## src/rtl/channel_accum_pkg.sv

```systemverilog
// Shared definitions for channel_accum: data width, accumulator guard bits, FSM encodings.
// Widths come from the Data_len / Acc_guard macros when the build provides them.
`ifndef Data_len
`define Data_len 16
`endif
`ifndef Acc_guard
`define Acc_guard 3
`endif

package channel_accum_pkg;

  localparam int DATA_LEN  = `Data_len;
  localparam int ACC_GUARD = `Acc_guard;

  // OUT sits outside the 2-bit range, so the state field is 3 bits wide
  typedef enum logic [2:0] {
    ST_IDLE = 3'd0,
    ST_ACC  = 3'd1,
    ST_BIAS = 3'd2,
    ST_SAT  = 3'd3,
    ST_OUT  = 3'd4
  } state_t;

endpackage

```

## src/rtl/channel_accum_acc_saturate.sv

```systemverilog
// Combinational clamp of an ACC_W-bit signed accumulator to DATA_LEN bits.
// CHANNEL_ACCUM_RELU_EN: negative accumulators clamp to zero instead of passing through.
module channel_accum_acc_saturate
  import channel_accum_pkg::*;
#(
  parameter int ACC_W = DATA_LEN + ACC_GUARD
) (
  input  logic signed [ACC_W-1:0]    acc,
  output logic signed [DATA_LEN-1:0] q
);

  logic fits;

  // value fits when every bit above the result's sign bit equals the sign
  assign fits = (acc[ACC_W-1:DATA_LEN-1] == {(ACC_W-DATA_LEN+1){acc[ACC_W-1]}});

  always_comb begin
    q = acc[DATA_LEN-1:0];
    if (!fits) begin
      q = acc[ACC_W-1] ? {1'b1, {(DATA_LEN-1){1'b0}}} : {1'b0, {(DATA_LEN-1){1'b1}}};
    end
`ifdef CHANNEL_ACCUM_RELU_EN
    if (acc[ACC_W-1]) begin
      q = '0;
    end
`endif
  end

endmodule

```

## src/rtl/channel_accum.sv

```systemverilog
// Per-channel accumulator: sums NUM_PHASE in-order partials, adds BIAS, saturates, hands off via valid/ready.
// Optional CHANNEL_ACCUM_RELU_EN macro selects ReLU clamping inside the saturation stage.
module channel_accum
  import channel_accum_pkg::*;
#(
  parameter int                         NUM_PHASE = 6,
  parameter logic signed [DATA_LEN-1:0] BIAS      = '0,
  parameter int                         GUARD     = ACC_GUARD
) (
  input  logic                       clk,
  input  logic                       rst_n,
  input  logic                       start,
  input  logic                       in_valid,
  input  logic [2:0]                 in_phase,
  input  logic signed [DATA_LEN-1:0] in_data,
  input  logic                       out_ready,
  output logic                       out_valid,
  output logic signed [DATA_LEN-1:0] q,
  output logic                       busy,
  output logic                       err
);

  localparam int ACC_W = DATA_LEN + GUARD;

  state_t                  state_reg, state_next;
  logic signed [ACC_W-1:0] acc_reg;
  logic [3:0]              cnt_reg;
  logic                    prev_valid_reg;
  logic                    rise, phase_ok, last_sample;
  logic signed [ACC_W-1:0] data_ext, bias_ext;
  logic signed [DATA_LEN-1:0] sat_q;

  assign rise        = in_valid & ~prev_valid_reg;
  assign phase_ok    = ({1'b0, in_phase} == cnt_reg);
  assign last_sample = rise && phase_ok && (cnt_reg == 4'(NUM_PHASE - 1));
  assign data_ext    = {{GUARD{in_data[DATA_LEN-1]}}, in_data};
  assign bias_ext    = {{GUARD{BIAS[DATA_LEN-1]}}, BIAS};

  channel_accum_acc_saturate #(.ACC_W(ACC_W)) u_sat (
    .acc (acc_reg),
    .q   (sat_q)
  );

  always_ff @(posedge clk or negedge rst_n) begin
    if (!rst_n) state_reg <= ST_IDLE;
    else        state_reg <= state_next;
  end

  always_comb begin
    state_next = state_reg;
    if (start) begin
      state_next = ST_ACC;
    end else begin
      case (state_reg)
        ST_ACC:  if (last_sample) state_next = ST_BIAS;
        ST_BIAS: state_next = ST_SAT;
        ST_SAT:  state_next = ST_OUT;
        ST_OUT:  if (out_ready) state_next = ST_IDLE;
        default: state_next = ST_IDLE;
      endcase
    end
  end

  always_comb begin
    busy = (state_reg != ST_IDLE);
  end

  // start has priority over any sample edge arriving in the same cycle
  always_ff @(posedge clk or negedge rst_n) begin
    if (!rst_n) begin
      acc_reg        <= '0;
      cnt_reg        <= '0;
      prev_valid_reg <= 1'b0;
      out_valid      <= 1'b0;
      q              <= '0;
      err            <= 1'b0;
    end else begin
      prev_valid_reg <= in_valid;
      if (start) begin
        acc_reg   <= '0;
        cnt_reg   <= '0;
        err       <= 1'b0;
        out_valid <= 1'b0;
      end else begin
        case (state_reg)
          ST_ACC: begin
            if (rise) begin
              if (phase_ok) begin
                acc_reg <= acc_reg + data_ext;
                cnt_reg <= cnt_reg + 4'd1;
              end else begin
                err <= 1'b1;
              end
            end
          end
          ST_BIAS: begin
            acc_reg <= acc_reg + bias_ext;
            if (rise) err <= 1'b1;
          end
          ST_SAT: begin
            q         <= sat_q;
            out_valid <= 1'b1;
            if (rise) err <= 1'b1;
          end
          ST_OUT: begin
            if (out_ready) begin
              out_valid <= 1'b0;
              acc_reg   <= '0;
              cnt_reg   <= '0;
            end
            if (rise) err <= 1'b1;
          end
          default: begin
            if (rise) err <= 1'b1;
          end
        endcase
      end
    end
  end

endmodule

```

## config.mk

```make
export PLATFORM = sky130hd
export DESIGN_NAME = channel_accum
export DESIGN_NICKNAME = d
export VERILOG_FILES = /design/src/rtl/channel_accum_pkg.sv /design/src/rtl/channel_accum_acc_saturate.sv /design/src/rtl/channel_accum.sv
export SDC_FILE = /design/constraint.sdc
export NUM_CORES = 1
export LEC_CHECK = 0
export CAP_MARGIN = 40
export CORE_MARGIN = 4
export CORE_UTILIZATION = 40
export DETAILED_ROUTE_END_ITERATION = 8
export PLACE_DENSITY = 0.69
export SETUP_SLACK_MARGIN = 0.4
export SYNTH_ARGS = -nofsm -noshare
export SYNTH_HDL_FRONTEND = slang
export SYNTH_SLANG_ARGS = --single-unit
export TNS_END_PERCENT = 10
```

## constraint.sdc

```tcl
create_clock -name clk -period 3.2 [get_ports clk]
set_input_delay 0.64 -clock clk [delete_from_list [all_inputs] [get_ports clk]]
set_output_delay 0.64 -clock clk [all_outputs]
set_load 0.005 [all_outputs]
```

==> reports/metrics.cfg <==
[placed_design]
post-dp-hpwl_um = 5160
gp_congestion = 0.8499
place.port_buffers = 42
place_inst = 459

[sta]
fin_crit_ns = 2.681
final_max_slew_viol_count = 0
tightest_slew_ns = 0.8040
rsz0062_at_grt = true
fmax_ghz = 0.3731
setup_violations = 0
slew_headroom_pct = 46.40
fin_crit_sh_pct = 83.77
hold_viol = 0
final.setup.tns_ns = 0
finalClockSkew_ns = 0.006986

[status]
status = complete, no violations

[cts]
holdBufCountCts = 0
clockBufferDepth = 2
path_clk_slew_ns = 0.10
insertion_delay_ns = 0.31
cts_tree = yes
cts.sinks = 45
cts_buffers = 5
root_buffer = clkbuf_8
cts_max_level = 2

[global_routing]
grt_max_degree = 35
grt_pass1_wl_um = 12100
antenna_found_initial = 0
grt_pass1_vias = 2541
overflow = 0
grt_util_all_layers_pct = 17.44

[die]
fp.dieArea_mm2 = 0.008543
chipWidth_um = 92.43
start_util_pct = 41.51
dieHeight_um = 92.43
num_rows = 30
core_mm2 = 0.006869
ios = 43

[drt]
first_pass_iters = 4
ant_nets = 0
avgRoutedWirePerCell_um = 15.16
vias = 2583
dr.first_iter.drc_count = 135
wl_um = 7097
remaining_drc_errors = 0
viasPerCell = 5.519

[synthesis]
netlist_area_mm2 = 0.002851
synth_nets = 369
synth-seq-cells = 45
synthDistinctLibCells = 47
ys_seq_area_share_pct = 39.49
synth_area_per_cell_um2 = 8.801
synth_cells = 324
yosys_warnings = 0

[critical_path]
r2r_start = acc_reg[6]
worstPathArrival_ns = 2.88
r2r_end = acc_reg[13]
crit_required_ns = 3.40
reg2reg_depth = 8
regToRegSetupSlack_ns = 0.89
start_kind = primary input
crit_fanout = 6
end_kind = flop
crit_type = in2reg

[layout]
drive_gt1_share_pct = 8.065
nNetsFinal = 416
final_cell_mix = dfrtp_1 (45), nand2_1 (42), clkdlybuf4s50_1 (41)
instances_no_fill = 468
fillCellCount = 647
sequential_cell_area_mm2 = 0.001126
multi_input_comb_area_mm2 = 0.001650
area_growth_pct = 24.53
largest_reg_flops = 19
layout_commonest_cell = dfrtp_1
num_antenna_cells = 0

[power_and_ir_drop]
power.switching_uw = 655.6
ir_worst_vdd_mv = 0.2449
swShare_pct = 34.89
p_seq_share_pct = 41.3
combPwrFrac_pct = 38.5
internal_power_uw = 1224
p_leak_uw = 0.001489
pwr_density_cell_mw_per_mm2 = 529.2
p_clk_share_pct = 20.1

[flow_run]
max_cap_viol_count = 0

[hold_path]
hold_path.class = in2async

routing by layer:
metal	wire length [um]	vias to the layer above	track usage, %
met5	0	-	0
met4	55	0	4.084
met3	244	6	2.600
met2	3279	59	28.28
met1	3518	1249	24.54
li1	-	1269	-
synthesized netlist by cell type (all sizes together):
library cell / number / area, um2
and3: 3 / 18.77
mux2: 3 / 33.78
inv: 11 / 41.29
nand4b: 3 / 26.28
a41oi: 1 / 8.760
nand3: 8 / 40.04
nor3b: 2 / 15.01
nor4: 1 / 6.260
nand3b: 5 / 37.54
and2: 2 / 12.51
xor2: 7 / 61.31
nand2b: 4 / 25.02
or3: 9 / 61.31
xnor2: 8 / 70.07
o32a: 1 / 10.01
a21oi: 33 / 165.2
o221ai: 1 / 8.760
a2111oi: 1 / 8.760
o21ai: 21 / 105.1
fa: 1 / 20.02
nor3: 5 / 25.02
o21a: 3 / 22.52
buf: 2 / 8.750
nand4: 2 / 12.51
nor2b: 2 / 12.51
a21boi: 2 / 15.01
nor2: 27 / 101.4
a2111o: 1 / 11.26
a31oi: 2 / 12.51
o211ai: 4 / 30.03
nand2: 42 / 157.7
or2: 1 / 6.260
a211oi: 7 / 52.55
o31ai: 6 / 45.04
ha: 20 / 250.2
a22o: 4 / 35.03
clkbuf: 11 / 41.29
o21bai: 3 / 22.52
a22oi: 1 / 7.510
or4: 2 / 18.77
dfrtp: 45 / 1126
a32o: 2 / 20.02
o2111ai: 3 / 26.28
a21o: 2 / 15.01
power by group through the flow:
stage / Clock [uW] / Sequential, uW / Combinational, uW
after floorplan: 0 / 790 / 352
after global placement: 0 / 786 / 713
after detailed placement: 0 / 790 / 726
after CTS: 378 / 778 / 730
after global routing: 406 / 795 / 809
final: 378 / 777 / 724
cell families (layout without fill, tap and decap cells):
kind of cell,count (synthesis),in the layout,share of synthesized area (%)
xor gates and xnor gates,15,15,4.607
adders and majority gates,21,21,9.478
AOI/OAI and AO/OA,98,98,21.81
muxes,3,3,1.185
DFF,45,45,39.49
buffers and inverters,24,72,3.203
and+or+nand+nor,118,118,20.23
how the worst max path moves through the flow:
stage                   to        start  cells past startpoint
3_3_place_gp   acc_reg[18]   in_data[0]                      9
2_1_floorplan  acc_reg[16]   in_data[0]                      8
5_1_grt        acc_reg[18]  in_data[15]                      8
4_1_cts        acc_reg[13]   in_data[1]                      9
6_report       acc_reg[13]   in_data[6]                      9
3_5_place_dp   acc_reg[18]   in_data[0]                      9
cell type report:
class / count / area share, %
Timing Repair Buffer: 53 / 14.73
Clock inverter: 3 / 0.5990
Inverter: 11 / 1.163
Multi-Input combinational cell: 255 / 46.48
Clock buffer: 5 / 1.938
Tap cell: 96 / 3.383
Sequential cell: 45 / 31.71
critical path, stage by stage:
cell             delay [ns]
clkdlybuf4s50_1        0.41
ha_1                   0.38
and3_1                 0.23
and3_1                 0.19
a211oi_2               0.22
buf_4                  0.15
a211oi_1               0.08
or3_1                  0.33
a32o_1                 0.25
what timing repair did:
item	in CTS	in global routing
setup buffers	0	1
endpoints found under the setup margin	2	9
pin swaps	0	1
resized for setup	1	4
metrics by stage:
| step | worst slack [ns] | utilization (%) | power (uW) | hold slack, ns | instance area, um2 |
|---|---|---|---|---|---|
| after floorplan | 0.6538 | - | 1142 | 0.3444 | 2851 |
| after global placement | 0.1119 | 49.75 | 1499 | 0.4978 | 3417 |
| after detailed placement | 0.05036 | 50.04 | 1516 | 0.5028 | 3437 |
| after CTS | 0.4268 | 51.35 | 1886 | 0.2145 | 3527 |
| after global routing | 0.3545 | 51.69 | 2010 | 0.2153 | 3551 |
| final | 0.5195 | 51.69 | 1879 | 0.1998 | 3551 |
Power figures use the tool's default switching activity.
